==> src/rtl/imem_fetch_sequencer.sv <==
`default_nettype none
// +----------------------------------------------------------------------------+
// | Module      : imem_fetch_sequencer                                         |
// | Description : Fetch-stage PC owner; reads word-indexed IMEM into IF/ID,    |
// |               handles stall, redirect and end-of-program halt.             |
// |               Optional counters enabled by macro FETCH_STATS_EN.           |
// | Revision    : 1.0 - initial release                                        |
// +----------------------------------------------------------------------------+
module imem_fetch_sequencer #(
    parameter int ADDR_W     = 32,
    parameter int IMEM_DEPTH = 7,
    parameter int RESET_PC   = 0
) (
    input  logic              clk,
    input  logic              rst,
    input  logic              stall,
    input  logic              redirect_valid,
    input  logic [ADDR_W-1:0] redirect_pc,
    output logic [ADDR_W-1:0] imem_addr,
    input  logic [31:0]       imem_instr,
    output logic              ifid_valid,
    output logic [31:0]       ifid_instr,
    output logic [ADDR_W-1:0] ifid_pc,
    output logic [ADDR_W-1:0] ifid_pc_next,
`ifdef FETCH_STATS_EN
    output logic              halted,
    output logic [31:0]       stat_fetched,
    output logic [31:0]       stat_bubbles
`else
    output logic              halted
`endif
);

    localparam logic [ADDR_W-1:0] c_DEPTH    = ADDR_W'(IMEM_DEPTH);
    localparam logic [ADDR_W-1:0] c_RESET_PC = ADDR_W'(RESET_PC);

    localparam logic [1:0] S_BOOT = 2'd0;
    localparam logic [1:0] S_RUN  = 2'd1;
    localparam logic [1:0] S_HALT = 2'd2;

    logic [1:0]        r_state;
    logic [ADDR_W-1:0] r_pc;
    logic              r_valid;
    logic [31:0]       r_instr;
    logic [ADDR_W-1:0] r_ifpc;
    logic [ADDR_W-1:0] r_ifpcn;

    logic [1:0]        w_state_nxt;
    logic [ADDR_W-1:0] w_pc_nxt;
    logic              w_valid_nxt;
    logic [31:0]       w_instr_nxt;
    logic [ADDR_W-1:0] w_ifpc_nxt;
    logic [ADDR_W-1:0] w_ifpcn_nxt;
    logic [ADDR_W-1:0] w_pc_inc;
    logic              w_adv;
    logic              w_bubble;

    assign w_pc_inc = r_pc + 1'b1;

    always_comb begin
        w_state_nxt = r_state;
        w_pc_nxt    = r_pc;
        w_valid_nxt = r_valid;
        w_instr_nxt = r_instr;
        w_ifpc_nxt  = r_ifpc;
        w_ifpcn_nxt = r_ifpcn;
        w_adv       = 1'b0;
        w_bubble    = 1'b0;
        case (r_state)
            S_BOOT: begin
                w_state_nxt = (c_RESET_PC >= c_DEPTH) ? S_HALT : S_RUN;
            end
            S_RUN: begin
                if (redirect_valid) begin
                    w_pc_nxt    = redirect_pc;
                    w_valid_nxt = 1'b0;
                    w_instr_nxt = 32'd0;
                    w_bubble    = 1'b1;
                    if (redirect_pc >= c_DEPTH) begin
                        w_state_nxt = S_HALT;
                    end
                end else if (!stall) begin
                    w_adv       = 1'b1;
                    w_pc_nxt    = w_pc_inc;
                    w_valid_nxt = 1'b1;
                    w_instr_nxt = imem_instr;
                    w_ifpc_nxt  = r_pc;
                    w_ifpcn_nxt = w_pc_inc;
                    if (w_pc_inc == c_DEPTH) begin
                        w_state_nxt = S_HALT;
                    end
                end
            end
            S_HALT: begin
                if (redirect_valid && (redirect_pc < c_DEPTH)) begin
                    w_pc_nxt    = redirect_pc;
                    w_valid_nxt = 1'b0;
                    w_instr_nxt = 32'd0;
                    w_bubble    = 1'b1;
                    w_state_nxt = S_RUN;
                end else if (!(stall && r_valid && !redirect_valid)) begin
                    // The last captured word survives only while decode is stalled on it.
                    w_valid_nxt = 1'b0;
                    w_instr_nxt = 32'd0;
                    w_bubble    = 1'b1;
                end
            end
            default: begin
                w_state_nxt = S_BOOT;
            end
        endcase
    end

    always_ff @(posedge clk) begin
        if (rst) begin
            r_state <= S_BOOT;
            r_pc    <= c_RESET_PC;
            r_valid <= 1'b0;
            r_instr <= 32'd0;
            r_ifpc  <= '0;
            r_ifpcn <= '0;
        end else begin
            r_state <= w_state_nxt;
            r_pc    <= w_pc_nxt;
            r_valid <= w_valid_nxt;
            r_instr <= w_instr_nxt;
            r_ifpc  <= w_ifpc_nxt;
            r_ifpcn <= w_ifpcn_nxt;
        end
    end

    assign imem_addr    = r_pc;
    assign ifid_valid   = r_valid;
    assign ifid_instr   = r_instr;
    assign ifid_pc      = r_ifpc;
    assign ifid_pc_next = r_ifpcn;
    assign halted       = (r_state == S_HALT);

`ifdef FETCH_STATS_EN
    logic [31:0] r_stat_fetched;
    logic [31:0] r_stat_bubbles;

    always_ff @(posedge clk) begin
        if (rst) begin
            r_stat_fetched <= 32'd0;
            r_stat_bubbles <= 32'd0;
        end else begin
            if (w_adv && !(&r_stat_fetched)) begin
                r_stat_fetched <= r_stat_fetched + 32'd1;
            end
            if (w_bubble && !(&r_stat_bubbles)) begin
                r_stat_bubbles <= r_stat_bubbles + 32'd1;
            end
        end
    end

    assign stat_fetched = r_stat_fetched;
    assign stat_bubbles = r_stat_bubbles;
`else
    // Counters are absent in this build; advance/bubble strobes have no consumer.
    logic w_unused_strobes;
    assign w_unused_strobes = w_adv ^ w_bubble;
`endif

endmodule
`default_nettype wire
==> config.mk <==
export PLATFORM = sky130hd
export DESIGN_NAME = imem_fetch_sequencer
export DESIGN_NICKNAME = d
export VERILOG_FILES = /design/src/rtl/imem_fetch_sequencer.sv
export SDC_FILE = /design/constraint.sdc
export NUM_CORES = 1
export LEC_CHECK = 0
export ABC_AREA = 1
export BUFFER_PORTS_ARGS = -buffer_cell sky130_fd_sc_hd__buf_2
export CAP_MARGIN = 10
export CELL_PAD_IN_SITES_DETAIL_PLACEMENT = 0
export CELL_PAD_IN_SITES_GLOBAL_PLACEMENT = 2
export CORE_MARGIN = 2
export CORE_UTILIZATION = 24
export CTS_CLUSTER_DIAMETER = 30
export CTS_CLUSTER_SIZE = 25
export DETAILED_ROUTE_END_ITERATION = 10
export GPL_TIMING_DRIVEN = 1
export PLACE_DENSITY_LB_ADDON = 0.05
export SYNTH_ARGS = -nofsm -noshare
export SYNTH_HDL_FRONTEND = slang
export SYNTH_SLANG_ARGS = --single-unit
==> constraint.sdc <==
create_clock -name clk -period 2 [get_ports clk]
set_clock_uncertainty 0.05 [all_clocks]
set_input_delay 0.1 -clock clk [delete_from_list [all_inputs] [get_ports clk]]
set_output_delay 0.1 -clock clk [all_outputs]
set_load 0.005 [all_outputs]
==> results.toml <==
[status]
outcome = "finished with violations"
violations = "setup timing"

[floorplan]
start_util_pct = 24.54
coreArea_um2 = 25330
chipHeight_um = 164.9
rows = 58
die-area_um2 = 27200
die_x_um = 164.9
num_io_pins = 198

[worst_setup_path]
path_common_cell = "nand2_1"
rr_startpoint = "imem_addr[0]$_SDFFE_PP0P_"
cp.arrival_ns = 2.37
cp_max_fo = 5
cp-start-kind = "flop"
slowest_stage = "dfxtp_4"
cp.required_ns = 2.27
reg2regPathDepth = 16
crit_path_end_kind = "flop"
startpoint = "imem_addr[0]$_SDFFE_PP0P_"
reg2reg_to = "r_state[0]$_SDFFE_PP0P_"
criticalPathCategory = "flop to flop"
cp_slowest_stage_delay_ns = 0.37
crit_chain = "ha_4 -> nand2_4 -> nor2_8 -> nand2_4 -> nor2_4 -> nand2_1 -> nand2_1 -> nand2_2 -> nor2_1 -> nand2_1 -> nor2_2 -> nand3_1 -> nand2_1 -> nand2_2 -> a21oi_2 -> nor2_1"
rrSetupSlack_ns = -0.10

[placed_design]
dpl.cell_count = 1543
gp_congestion = 0.8229
post-place-ws_ns = -0.2452
io_buffer_count = 197
dpl.hpwl_mm = 20.15
dpl_cell_area_um2 = 8512

[layout]
fin_cells = 1646
final_util_pct = 40.58
finalInstanceArea_um2 = 10280
antenna_cells = 0
fin_nets = 1377
drive_gt1_share_pct = 35.64
syn_to_final_growth_pct = 65.36

[power_and_ir_drop]
switchingPower_mw = 3.379
p_per_area_nw_per_um2 = 986.1
p_int_mw = 6.757
pwr-share-clk_pct = 35.3
total_power_mw = 10.14
ir_drop_uv = 390.0
comb_power_share_pct = 32.9
power.leakage_nw = 4.959
seqPwrFrac_pct = 31.8
switching_share_pct = 33.34

[yosys]
synth_area_leaders = "dfxtp_1 (42%), nand2_1 (15%), nor2_1 (7.9%)"
synth_top_area_cell = "dfxtp_1"
yosysWarnings = 0
synth-seq-cells = 131
netlist_instances = 929
synth_area_per_cell_um2 = 6.691
yosysUniqueCellTypes = 31
yosysTopAreaCellShare_pct = 42.19
syn_area_um2 = 6216
seq_area_frac_synth_pct = 42.19
syn-num-nets = 1002

[timing]
worst_pin_slew_ns = 0.4682
max_slew_margin_pct = 68.45
setup_ws_ns = -0.1014
hold_viol = 0
finalSetupTns_ns = -0.1347
slew_violations = 0
rsz0062_at_grt = "yes"
max_freq_mhz = 475.9
period_share_pct = 105.1
holdWs_ns = 0.05567
finalSetupViolations = 2
finalCriticalPeriod_ns = 2.101

[hold_path]
whs_path_depth = 5
min_path_type = "primary input to flop"
min_to = "imem_addr[18]$_SDFFE_PP0P_"
min_from = "redirect_pc[18]"

[clocking]
cts_buffers = 17
clk_latency_ns = 0.43
cts.clk_slew.worst_paths_ns = 0.06
clock_sinks = 131
clock_path_buffers = 2
cts-root-buf = "clkbuf_16"
cts_max_level = 4
cts_tree = "done"

[global_routing]
gr-total-overflow = 0
gr-usage-all-layers_pct = 19.78
grt_max_degree = 53
grt_pass1_wl_mm = 40.78
grt_antenna_before_repair = 1
grt_pass1_vias = 7175

[routing]
viasPerCell = 4.433
wl_per_cell_um = 16.64
wl_mm = 27.40
drt_pass1_iterations = 5
drtIter0Drc = 392
drcViolationCount = 0
drtAntennaViolNets = 0
route.vias.total = 7296

[run]
max-cap-violations = 0
==> final cells by class <==
class                   instances  area, um2
fillers                      2780      15050
multi-input cells             666       3338
repair buffers                401       2903
flip-flops and latches        131       2645
clock buffers                  17      425.4
well taps                     330      412.9
inverters                      87      326.6
clock inverters                14      227.7
==> per-layer routing <==
metal	vias up	GRT usage, %	routed length [um]
met1	3353	26.60	13010
li1	3753	-	-
met2	164	32.98	12970
met5	-	0	11
met4	2	5.731	355
met3	24	2.762	1053
==> state kept, by name, summed over array words and instances (netlist names) <==
signal and flops:
ifid_instr 32, ifid_pc 32, ifid_pc_next 32, ifid_valid 1, imem_addr 32, r_state 2
==> repair_timing <==
| action | in CTS | in global routing |
|---|---|---|
| setup endpoints to repair | 35 | 67 |
| hold buffers | 61 | 0 |
| cloned | 0 | 6 |
| setup buffers | 6 | 4 |
| pin swaps | 23 | 29 |
| resized for setup | 40 | 57 |
| endpoints found under the hold margin | 61 | 0 |
==> Yosys cell counts <==
| cell type | count |
|---|---|
| a211oi_1 | 1 |
| a21oi_1 | 72 |
| a31oi_1 | 29 |
| and2_1 | 1 |
| and3_1 | 1 |
| buf_1 | 1 |
| buf_2 | 4 |
| clkbuf_1 | 40 |
| clkinv_1 | 1 |
| dfxtp_1 | 131 |
| ha_1 | 5 |
| inv_1 | 85 |
| inv_2 | 1 |
| nand2_1 | 247 |
| nand2_2 | 5 |
| nand2_4 | 2 |
| nand3_1 | 30 |
| nand3_2 | 3 |
| nand3b_1 | 5 |
| nand4_1 | 11 |
| nor2_1 | 131 |
| nor2_2 | 4 |
| nor2_4 | 7 |
| nor2_8 | 1 |
| nor3_1 | 5 |
| o211ai_1 | 8 |
| o21ai_0 | 89 |
| o21ai_1 | 5 |
| or2_1 | 1 |
| or2_2 | 1 |
| xor2_1 | 2 |
==> worst max path at each step <==
stage | endpoint | slack (ns) | cells past startpoint
floorplan | r_state[0]$_SDFFE_PP0P_ | 0.06 | 16
global placement | r_state[0]$_SDFFE_PP0P_ | -0.23 | 14
detailed placement | r_state[0]$_SDFFE_PP0P_ | -0.25 | 15
CTS | r_state[0]$_SDFFE_PP0P_ | -0.08 | 16
global route | r_state[0]$_SDFFE_PP0P_ | -0.29 | 17
finish | r_state[0]$_SDFFE_PP0P_ | -0.10 | 16
==> critical path, delay by kind of cell, from the launching register on <==
kind                       cells  cell delay, ns
and+or+nand+nor               14            1.31
DFF                            1            0.37
adders and majority gates      1            0.15
AOI/OAI and AO/OA              1            0.12
==> layout by cell type, fill, tap and decap left out, types with 6 or more instances in the layout <==
cell,netlist,routed
buf_2,4,192
o21ai_1,5,8
inv_1,85,81
nand2_4,2,6
nand2_2,5,12
o21ai_0,89,86
clkbuf_16,0,22
buf_4,0,128
nand2_1,247,236
dlygate4sd3_1,0,61
buf_12,0,6
dfxtp_2,0,12
o211ai_1,8,8
nor2_4,7,15
a31oi_1,29,28
nor2_1,131,97
nor2_2,4,30
buf_6,0,6
dfxtp_1,131,117
nand4_1,11,11
nand3_1,30,29
a21oi_1,72,69
==> cells by family after synthesis <==
family	count (synthesis)	synth area share, %
adders and majority gates	5	1.006
and+or+nand+nor	455	31.10
AOI/OAI and AO/OA	204	17.37
buffers and inverters	132	8.051
DFF	131	42.19
xor gates and xnor gates	2	0.2819
==> power by group through the flow <==
stage	Clock (mW)	Combinational [mW]	Sequential, mW
after global placement	0	2.85	3.25
after detailed placement	0	2.83	3.25
final	3.58	3.33	3.22
after floorplan	0	1.11	3.30
after CTS	3.66	2.98	3.22
after global routing	3.78	3.67	3.27
Note: power is estimated with default switching activity, not from simulation.
